`config.mk`:
```
export PLATFORM = sky130hd
export DESIGN_NAME = gb_host_bridge_flat
export DESIGN_NICKNAME = d
export VERILOG_FILES = /design/src/rtl/gb_pkg.sv /design/src/rtl/gb_host_bridge_if.sv /design/src/rtl/gb_resp_fifo.sv /design/src/rtl/gb_host_bridge.sv /design/src/flat_wrapper.sv
export SDC_FILE = /design/constraint.sdc
export NUM_CORES = 1
export LEC_CHECK = 0
export CAP_MARGIN = 0
export CELL_PAD_IN_SITES_DETAIL_PLACEMENT = 2
export CELL_PAD_IN_SITES_GLOBAL_PLACEMENT = 2
export CORE_MARGIN = 4
export CORE_UTILIZATION = 33
export DETAILED_ROUTE_END_ITERATION = 8
export GPL_ROUTABILITY_DRIVEN = 0
export PLACE_DENSITY = 0.75
export SLEW_MARGIN = 20
export SYNTH_ARGS = -nofsm -noshare
export SYNTH_HDL_FRONTEND = slang
export SYNTH_SLANG_ARGS = --single-unit
```
`constraint.sdc`:
```
create_clock -name gb_clk -period 2.2 [get_ports gb_clk]
set_clock_uncertainty 0.05 [all_clocks]
set_input_delay 0.22 -clock gb_clk [delete_from_list [all_inputs] [get_ports gb_clk]]
set_output_delay 0.22 -clock gb_clk [all_outputs]
set_load 0.01 [all_outputs]
```
`src/rtl/gb_pkg.sv`:
```
// Shared definitions for the ghostbus host bridge: FSM encoding and default bus widths.
package gb_pkg;

  localparam int GB_AW = 12;
  localparam int GB_DW = 32;

  typedef enum logic [0:0] {
    ST_IDLE    = 1'b0,
    ST_RD_WAIT = 1'b1
  } gb_state_e;

endpackage

```
`src/rtl/gb_host_bridge_if.sv`:
```
// Host request/response streams plus the ghostbus master signals of the bridge.
interface gb_host_bridge_if #(
  parameter int AW = gb_pkg::GB_AW,
  parameter int DW = gb_pkg::GB_DW
) ();

  logic          req_valid;
  logic          req_ready;
  logic          req_we;
  logic [AW-1:0] req_addr;
  logic [DW-1:0] req_wdata;
  logic          rsp_valid;
  logic          rsp_ready;
  logic [DW-1:0] rsp_rdata;
  logic [AW-1:0] gb_addr;
  logic [DW-1:0] gb_dout;
  logic [DW-1:0] gb_din;
  logic          gb_we;
  logic          busy;

  // Host side (and the decoded hierarchy returning gb_din)
  modport master (
    output req_valid, req_we, req_addr, req_wdata, rsp_ready, gb_din,
    input  req_ready, rsp_valid, rsp_rdata, gb_addr, gb_dout, gb_we, busy
  );

  // Bridge side
  modport slave (
    input  req_valid, req_we, req_addr, req_wdata, rsp_ready, gb_din,
    output req_ready, rsp_valid, rsp_rdata, gb_addr, gb_dout, gb_we, busy
  );

endinterface

```
`src/rtl/gb_resp_fifo.sv`:
```
// First-word-fall-through response FIFO with occupancy count; storage is not reset,
// only the pointers and count are.
module gb_resp_fifo #(
  parameter int DW = 32,
  parameter int AW = 2
) (
  input  logic          clk,
  input  logic          rst,
  input  logic          push,
  input  logic [DW-1:0] din,
  input  logic          pop,
  output logic [DW-1:0] dout,
  output logic          empty,
  output logic [AW:0]   count
);

  localparam int DEPTH = 2**AW;
  localparam logic [AW:0] DEPTH_C = (AW+1)'(DEPTH);

  logic [DW-1:0] mem_r [DEPTH];
  logic [AW-1:0] wr_ptr_r;
  logic [AW-1:0] rd_ptr_r;
  logic [AW:0]   count_r;
  logic          do_push_s;
  logic          do_pop_s;

  assign empty     = (count_r == '0);
  assign do_push_s = push && (count_r != DEPTH_C);
  assign do_pop_s  = pop && !empty;
  assign dout      = mem_r[rd_ptr_r];
  assign count     = count_r;

  always_ff @(posedge clk) begin
    if (do_push_s) begin
      mem_r[wr_ptr_r] <= din;
    end
  end

  always_ff @(posedge clk or posedge rst) begin
    if (rst) begin
      wr_ptr_r <= '0;
      rd_ptr_r <= '0;
      count_r  <= '0;
    end else begin
      if (do_push_s) begin
        wr_ptr_r <= wr_ptr_r + AW'(1);
      end
      if (do_pop_s) begin
        rd_ptr_r <= rd_ptr_r + AW'(1);
      end
      case ({do_push_s, do_pop_s})
        2'b10:   count_r <= count_r + (AW+1)'(1);
        2'b01:   count_r <= count_r - (AW+1)'(1);
        default: count_r <= count_r;
      endcase
    end
  end

endmodule

```
`src/rtl/gb_host_bridge.sv`:
```
// Ghostbus host master: turns request beats into registered gb_addr/gb_dout/gb_we cycles,
// waits out the leaf read latency and queues read data into a FWFT response FIFO.
module gb_host_bridge import gb_pkg::*; #(
  parameter int AW      = GB_AW,
  parameter int DW      = GB_DW,
  parameter int RD_LAT  = 1,
  parameter int FIFO_AW = 2
) (
  input  logic            gb_clk,
  input  logic            gb_rst,
  gb_host_bridge_if.slave bus
);

  localparam int CW = (RD_LAT < 1) ? 1 : $clog2(RD_LAT + 1);
  localparam logic [FIFO_AW:0] DEPTH_C = (FIFO_AW+1)'(2**FIFO_AW);

  gb_state_e      state_r;
  gb_state_e      state_s;
  logic [CW-1:0]  cnt_r;
  logic [CW-1:0]  cnt_s;
  logic [AW-1:0]  gb_addr_r;
  logic [DW-1:0]  gb_dout_r;
  logic           gb_we_r;
  logic           ready_s;
  logic           wr_accept_s;
  logic           rd_accept_s;
  logic           push_s;
  logic           pop_s;
  logic           fifo_empty_s;
  logic [FIFO_AW:0] fifo_count_s;
  logic [DW-1:0]  fifo_head_s;

  // Accepting only while a FIFO slot is free guarantees room for the read this beat may be.
  assign ready_s     = (state_r == ST_IDLE) && (fifo_count_s < DEPTH_C) && !gb_rst;
  assign wr_accept_s = bus.req_valid && ready_s && bus.req_we;
  assign rd_accept_s = bus.req_valid && ready_s && !bus.req_we;
  assign pop_s       = bus.rsp_ready && !fifo_empty_s;

  assign bus.req_ready = ready_s;
  assign bus.rsp_valid = !fifo_empty_s;
  assign bus.rsp_rdata = fifo_head_s;
  assign bus.gb_addr   = gb_addr_r;
  assign bus.gb_dout   = gb_dout_r;
  assign bus.gb_we     = gb_we_r;
  assign bus.busy      = (state_r != ST_IDLE) || (fifo_count_s != '0);

  // Next-state logic: a read counts down RD_LAT edges, then samples gb_din on the next one.
  always_comb begin
    state_s = state_r;
    cnt_s   = cnt_r;
    push_s  = 1'b0;
    case (state_r)
      ST_IDLE: begin
        if (rd_accept_s) begin
          state_s = ST_RD_WAIT;
          cnt_s   = CW'(RD_LAT);
        end else begin
          state_s = ST_IDLE;
        end
      end
      ST_RD_WAIT: begin
        if (cnt_r == '0) begin
          push_s  = 1'b1;
          state_s = ST_IDLE;
        end else begin
          cnt_s = cnt_r - CW'(1);
        end
      end
      default: begin
        state_s = ST_IDLE;
        cnt_s   = '0;
      end
    endcase
  end

  // State, wait counter and registered ghostbus outputs; gb_addr holds through RD_WAIT.
  always_ff @(posedge gb_clk or posedge gb_rst) begin
    if (gb_rst) begin
      state_r   <= ST_IDLE;
      cnt_r     <= '0;
      gb_addr_r <= '0;
      gb_dout_r <= '0;
      gb_we_r   <= 1'b0;
    end else begin
      state_r <= state_s;
      cnt_r   <= cnt_s;
      gb_we_r <= wr_accept_s;
      if (wr_accept_s || rd_accept_s) begin
        gb_addr_r <= bus.req_addr;
      end
      if (wr_accept_s) begin
        gb_dout_r <= bus.req_wdata;
      end
    end
  end

  gb_resp_fifo #(
    .DW (DW),
    .AW (FIFO_AW)
  ) u_resp_fifo (
    .clk   (gb_clk),
    .rst   (gb_rst),
    .push  (push_s),
    .din   (bus.gb_din),
    .pop   (pop_s),
    .dout  (fifo_head_s),
    .empty (fifo_empty_s),
    .count (fifo_count_s)
  );

endmodule

```
`src/flat_wrapper.sv`:
```
// flat-port wrapper written by rule: the top's interface ports become plain ports
module gb_host_bridge_flat import gb_pkg::*;
#(
  parameter int AW      = GB_AW,
  parameter int DW      = GB_DW,
  parameter int RD_LAT  = 1,
  parameter int FIFO_AW = 2
)
  (gb_clk, gb_rst, bus_req_valid, bus_req_we, bus_req_addr, bus_req_wdata, bus_rsp_ready, bus_gb_din, bus_req_ready, bus_rsp_valid, bus_rsp_rdata, bus_gb_addr, bus_gb_dout, bus_gb_we, bus_busy);
  gb_host_bridge_if #(.AW(AW), .DW(DW)) bus_i ();
  input  logic gb_clk;
  input  logic gb_rst;
  input wire logic [$bits(bus_i.req_valid)-1:0] bus_req_valid;
  input wire logic [$bits(bus_i.req_we)-1:0] bus_req_we;
  input wire logic [$bits(bus_i.req_addr)-1:0] bus_req_addr;
  input wire logic [$bits(bus_i.req_wdata)-1:0] bus_req_wdata;
  input wire logic [$bits(bus_i.rsp_ready)-1:0] bus_rsp_ready;
  input wire logic [$bits(bus_i.gb_din)-1:0] bus_gb_din;
  output wire logic [$bits(bus_i.req_ready)-1:0] bus_req_ready;
  output wire logic [$bits(bus_i.rsp_valid)-1:0] bus_rsp_valid;
  output wire logic [$bits(bus_i.rsp_rdata)-1:0] bus_rsp_rdata;
  output wire logic [$bits(bus_i.gb_addr)-1:0] bus_gb_addr;
  output wire logic [$bits(bus_i.gb_dout)-1:0] bus_gb_dout;
  output wire logic [$bits(bus_i.gb_we)-1:0] bus_gb_we;
  output wire logic [$bits(bus_i.busy)-1:0] bus_busy;
  assign bus_i.req_valid = bus_req_valid;
  assign bus_i.req_we = bus_req_we;
  assign bus_i.req_addr = bus_req_addr;
  assign bus_i.req_wdata = bus_req_wdata;
  assign bus_i.rsp_ready = bus_rsp_ready;
  assign bus_i.gb_din = bus_gb_din;
  assign bus_req_ready = bus_i.req_ready;
  assign bus_rsp_valid = bus_i.rsp_valid;
  assign bus_rsp_rdata = bus_i.rsp_rdata;
  assign bus_gb_addr = bus_i.gb_addr;
  assign bus_gb_dout = bus_i.gb_dout;
  assign bus_gb_we = bus_i.gb_we;
  assign bus_busy = bus_i.busy;
  gb_host_bridge #(.AW(AW), .DW(DW), .RD_LAT(RD_LAT), .FIFO_AW(FIFO_AW)) u_core (.gb_clk(gb_clk), .gb_rst(gb_rst), .bus(bus_i));
endmodule
```
Yosys cells after proc, flatten, opt, wreduce, memory -nomap -nowiden
Memories as Yosys holds them, arrays and structs flattened.
Cells that the tools add are included.
Cells by class
  reductions and logical operators: 16
  eq/ne operators: 4
  $lt $le $gt $ge: 1
  add/subtract/negate cells: 5
  mux-type cells: 11
  bitwise gates (word level): 1
Operator list (number)
  logical AND 1 bit: 8
  two-way mux 1 bit: 8
  case mux 3 bit (2 select lines): 1
  adder 2 x 1 -> 2 bit, second input constant: 2
  case mux 1 bit (2 select lines): 2
  adder 3 x 1 -> 3 bit, second input constant: 1
  zero test 1 bit: 3
  zero test 3 bit: 1
  < comparator 3 bit, second input constant: 1
  inequality test 3 bit, second input constant: 1
  nonzero test 3 bit: 1
  subtractor 3 x 1 -> 3 bit, second input constant: 1
  == test 2 x 1 -> 1 bit, second input constant: 1
  == test 2 bit, second input constant: 1
  logical OR 1 bit: 2
  inequality test 2 x 1 -> 1 bit, second input constant: 1
  nonzero test 2 bit: 1
  NOT 1 bit: 1
  subtractor 1 bit, second input constant: 1
Word-level totals
  bits in writable memories: 128
  logic and storage cells: 47
  bits in registers: 54
  memories: 1
  output and inout bits: 80
Memory list
  u_core.u_resp_fifo.mem_r: depth 4, bits a word 32, read ports 1, clocked after memory_dff 0, wr ports 1, RTL line gb_resp_fifo.sv:20  | logic [DW-1:0] mem_r [DEPTH];

Logic depth before layout (Yosys ltp)
  depth after elaboration: 7
  gate-level depth with buffers: 9
  depth with buffers taken out: 9

Hierarchy
From an unflattened synthesis, not the netlist that was laid out.
Unflattened totals
  cells, all modules: 314
  area total of the unflattened synthesis: 7010.5 um^2
By module, submodules not included
  gb_resp_fifo: instances 1, cells each 206, sequential area each 4018.9 um^2, area an instance 5098.6 um^2
  gb_host_bridge: instances 1, cells each 108, sequential area each 1176.1 um^2, area an instance 1911.8 um^2

Worst setup path after synthesis
OpenSTA, ideal clock, no wires.
  path type: reg2reg
  start point: register u_core.u_resp_fifo.count_r[2], in the netlist u_core.u_resp_fifo.count[2]
  end point: memory u_core.u_resp_fifo.mem_r[2][0] (enable)
  required time: 1758 ps
  clock period less this slack: 2128 ps
  cell stages (with the launch flop): 4
  arrival: 1686 ps
  path slack: 72 ps
  cell sequence: dfrtp_1 > buf_2 > a21oi_1 > and2_1
Between the ends
  cells in the longest elaborated chain, start to end: 4
Ends and longest elaborated chain
  start: declaration: RTL line gb_resp_fifo.sv:23  | logic [AW:0] count_r;
  start signal: assignment: RTL line gb_resp_fifo.sv:52  | 2'b10: count_r <= count_r + (AW+1)'(1);
  start signal: assignment: RTL line gb_resp_fifo.sv:53  | 2'b01: count_r <= count_r - (AW+1)'(1);
  start signal: assignment: RTL line gb_resp_fifo.sv:54  | default: count_r <= count_r;
  inequality test 3 bit: RTL line gb_resp_fifo.sv:28  | assign do_push_s = push && (count_r != DEPTH_C);
  logical AND 1 bit: RTL line gb_resp_fifo.sv:28
  two-way mux 1 bit: RTL line gb_resp_fifo.sv:34  | if (do_push_s) begin
  two-way mux 1 bit (not written as such): RTL line gb_resp_fifo.sv:35  | mem_r[wr_ptr_r] <= din;
  end: declaration: RTL line gb_resp_fifo.sv:20
No other way between the ends.

Worst setup path in the final report
  start point: register u_core.u_resp_fifo.rd_ptr_r[0]
  end point: output port bus_rsp_rdata[10]
Between the ends
  cells in the longest elaborated chain, start to end: 1
Ends and longest elaborated chain
  start: declaration: RTL line gb_resp_fifo.sv:22  | logic [AW-1:0] rd_ptr_r;
  start signal: assignment: RTL line gb_resp_fifo.sv:49  | rd_ptr_r <= rd_ptr_r + AW'(1);
  memory read (4 x 32 bit)
  end: declaration: RTL line flat_wrapper.sv:21  | output wire logic [$bits(bus_i.rsp_rdata)-1:0] bus_rsp_rdata;
No other way between the ends.

==> results.py <==
metrics = {
    "outcome": {
        "status": "completed",
    },
    "synth": {
        "synth_top_cells_by_count": "128 x edfxtp_1, 54 x dfrtp_1, 32 x mux4_2",
        "synth_nets": 400,
        "ys_async_sr_fraction_pct": 29.7,
        "synth_area_leaders": "edfxtp_1 56%, dfrtp_1 20%, mux4_2 10%",
        "synth_edf_count": 128,
        "syn_inst": 313,
        "synth_seq_area_share_pct": 75.1,
        "yosys.area.top_type": "edfxtp_1",
        "ys_ff_latch": 182,
        "ys_types": 25,
        "synth_xor_area_share_pct": 0.760,
        "yosys.area_share.simple_pct": 1.45,
        "synth_area_um2": 6920,
        "synthMuxAreaShare_pct": 19.5,
        "postSynthAreaPerCell_um2": 22.1,
        "synth_ff_type": "edfxtp_1",
        "yosysMostFrequentCell": "edfxtp_1",
        "synth_top_area_share_pct": 55.6,
        "synth-adder-area-share_pct": 1.19,
        "yosys_warnings": 0,
        "synth_top_family_by_area": "multiplexers",
        "synth_compound_area_share_pct": 0.398,
    },
    "clock_tree": {
        "cts_tree": "yes",
        "cts_sinks": 182,
        "clock_latency_ns": 0.43,
        "cts_root_buf": "clkbuf_16",
        "path_clk_slew_ns": 0.08,
        "clk_path_buf_depth": 2,
        "cts_htree_levels": 4,
        "cts_buffers": 17,
    },
    "critical_path": {
        "r2r_slack_ns": 0.21,
        "worst-path-max-fanout": 6,
        "slowest_stage": "mux4_2",
        "start_kind": "flop",
        "crit_path_max_incr_delay_ns": 0.51,
        "crit_chain": "buf_12 > buf_6 > mux4_2 > clkdlybuf4s15_1",
        "cp.required_ns": 1.93,
        "worstSetupPathType": "flop to output pin",
        "crit_arrival_ns": 1.86,
        "cp-end-kind": "output pin",
    },
    "sta": {
        "finalCritPeriodShare_pct": 96.6,
        "tightest_slew_ns": 0.324,
        "rsz0062_at_grt": "false",
        "setup_viol": 0,
        "fin_crit_ns": 2.13,
        "max_slew_margin_pct": 78.3,
        "tns_ns": 0,
        "slew_violations": 0,
        "fmax_mhz": 471,
        "report.final.hold_viol_count": 0,
    },
    "die": {
        "core_area_um2": 20400,
        "die_w_um": 153,
        "io_pins": 161,
        "die_area_um2": 23300,
        "start_util_pct": 33.9,
        "fp-row-count": 52,
        "die_y_um": 153,
    },
    "place": {
        "hpwl_um": 11200,
        "io_buffer_count": 160,
        "place_area_um2": 8970,
    },
    "detailed_routing": {
        "drtPass1Iterations": 4,
        "wl_per_cell_um": 21.3,
        "wl_um": 16500,
        "viasPerCell": 4.66,
        "ant_nets": 0,
        "vias": 3619,
        "drc": 0,
        "drt_iter0_drc": 177,
    },
    "layout": {
        "seqCellArea_um2": 5200,
        "synthToLayoutAreaGrowth_pct": 37.8,
        "n_antenna_cell": 0,
        "final_area_um2": 9530,
        "nets": 580,
        "fill_cells": 1897,
        "multi_input_area_um2": 1610,
        "drive_gt1_share_pct": 30.2,
    },
    "global_route": {
        "grt_max_degree": 43,
        "grt_pass1_wl_um": 26000,
        "antenna_found_initial": 0,
        "overflow": 0,
        "first_global_vias": 4368,
        "grt_usage_pct": 14.5,
    },
    "worst_hold_path": {
        "hold_path_class": "primary input to asynchronous set/reset pin",
    },
    "flow_run": {
        "maxCapViolCount": 0,
    },
    "pwr": {
        "vdd_ir_drop_max_mv": 0.534,
        "power_per_cell_area_nw_per_um2": 1230,
        "leakagePower_uw": 0.00354,
    },
}
-- timing repair --
action                     in CTS  in global routing
hold buffers                    0                  0
setup buffers                   2                  0
setup endpoints to repair      32                 29
resized for setup              84                 17
cloned                          1                  0
-- cells in the final DEF (no fill, tap or decap), drive strengths merged, types with 2 or more instances in the layout --
cell type	count
nor2	4
edfxtp	128
inv	18
xnor2	3
mux4	32
buf	27
clkinvlp	3
clkdlybuf4s50	128
mux2	45
clkinv	3
clkbuf	20
dfrtp	54
clkdlybuf4s15	16
and2	4
a21oi	2
xor2	3
nand2	3
ha	5
-- worst max-delay path: cells and delay by family (launching register included) --
kind     cells  cell delay [ns]
mux          1             0.51
buf+inv      3             0.50
flops        1             0.42
-- metal layers --
| metal | global-route usage [%] | up-vias | wire length, um |
|---|---|---|---|
| met5 | 0 | - | 0 |
| met3 | 5.77 | 13 | 1340 |
| li1 | - | 1581 | - |
| met1 | 17.1 | 1875 | 6660 |
| met2 | 24.7 | 150 | 8370 |
| met4 | 3.95 | 0 | 154 |
-- cells by family (layout without fill, tap and decap cells) --
kind of cell	Yosys count	in the layout
buf+inv	22	215
flops	182	182
simple gates	15	15
mux	78	78
fa+ha+maj	6	6
compound gates	4	4
xor+xnor	6	6
-- metrics by stage --
stage / hold slack [ns] / power [uW] / setup WS [ns] / utilization (%) / instances
2_1_floorplan: 0.269 / 6760 / 0.0725 / - / 313
3_3_place_gp: 0.439 / 8910 / 0.146 / 43.9 / 742
3_5_place_dp: 0.444 / 9070 / 0.0602 / 43.9 / 742
4_1_cts: 0.128 / 12200 / -0.0248 / 47.2 / 777
5_1_grt: 0.183 / 12400 / 0.00793 / 46.7 / 776
6_report: 0.127 / 11800 / 0.0748 / 46.7 / 776
-- flip-flops by register name, summed over array words and instances, names as in the netlist --
| name | cells |
|---|---|
| u_core.u_resp_fifo.count | 3 |
| u_core.cnt_r | 1 |
| u_core.u_resp_fifo.rd_ptr_r | 2 |
| u_core.bus.gb_dout | 32 |
| u_core.u_resp_fifo.mem_r | 128 |
| u_core.bus.gb_addr | 12 |
| u_core.u_resp_fifo.wr_ptr_r | 2 |
| u_core.bus.gb_we | 1 |
| u_core.state_r | 1 |
-- worst paths after layout --
kind / startpoint / end / cells past startpoint
worst max-delay path: u_core.u_resp_fifo.rd_ptr_r[0]$_DFFE_PP0P_ / bus_rsp_rdata[10] / 4
worst max register to register: u_core.u_resp_fifo.count[0]$_DFFE_PP0P_ / u_core.u_resp_fifo.count[2]$_DFFE_PP0P_ / 9
worst min-delay path: gb_rst / u_core.bus.gb_addr[0]$_DFFE_PP0P_ / 2
worst min register to register: u_core.bus.gb_dout[12]$_DFFE_PP0P_ / u_core.bus.gb_dout[12]$_DFFE_PP0P_ / 1
max in group asynchronous: gb_rst / u_core.bus.gb_dout[6]$_DFFE_PP0P_ / 3
min in group gb_clk: bus_req_addr[4] / u_core.bus.gb_addr[4]$_DFFE_PP0P_ / 2
-- power breakdown --
part | total, uW | leakage [uW] | switching (uW) | internal [uW]
clock | 2940 | 0.000276 | 1420 | 1520
combinational | 4140 | 0.00146 | 1670 | 2470
sequential | 4680 | 0.00180 | 397 | 4290
total | 11800 | 0.00354 | 3480 | 8280
-- area by class of cell --
type,instances,share of cell area (%)
timing repair buffer,174,18.6
clock buffer,17,4.46
inverter,9,0.354
clock inverter,15,1.63
tap,270,3.54
sequential,182,54.5
multi-input combinational,109,16.9
(Power assumes the default switching activity.)
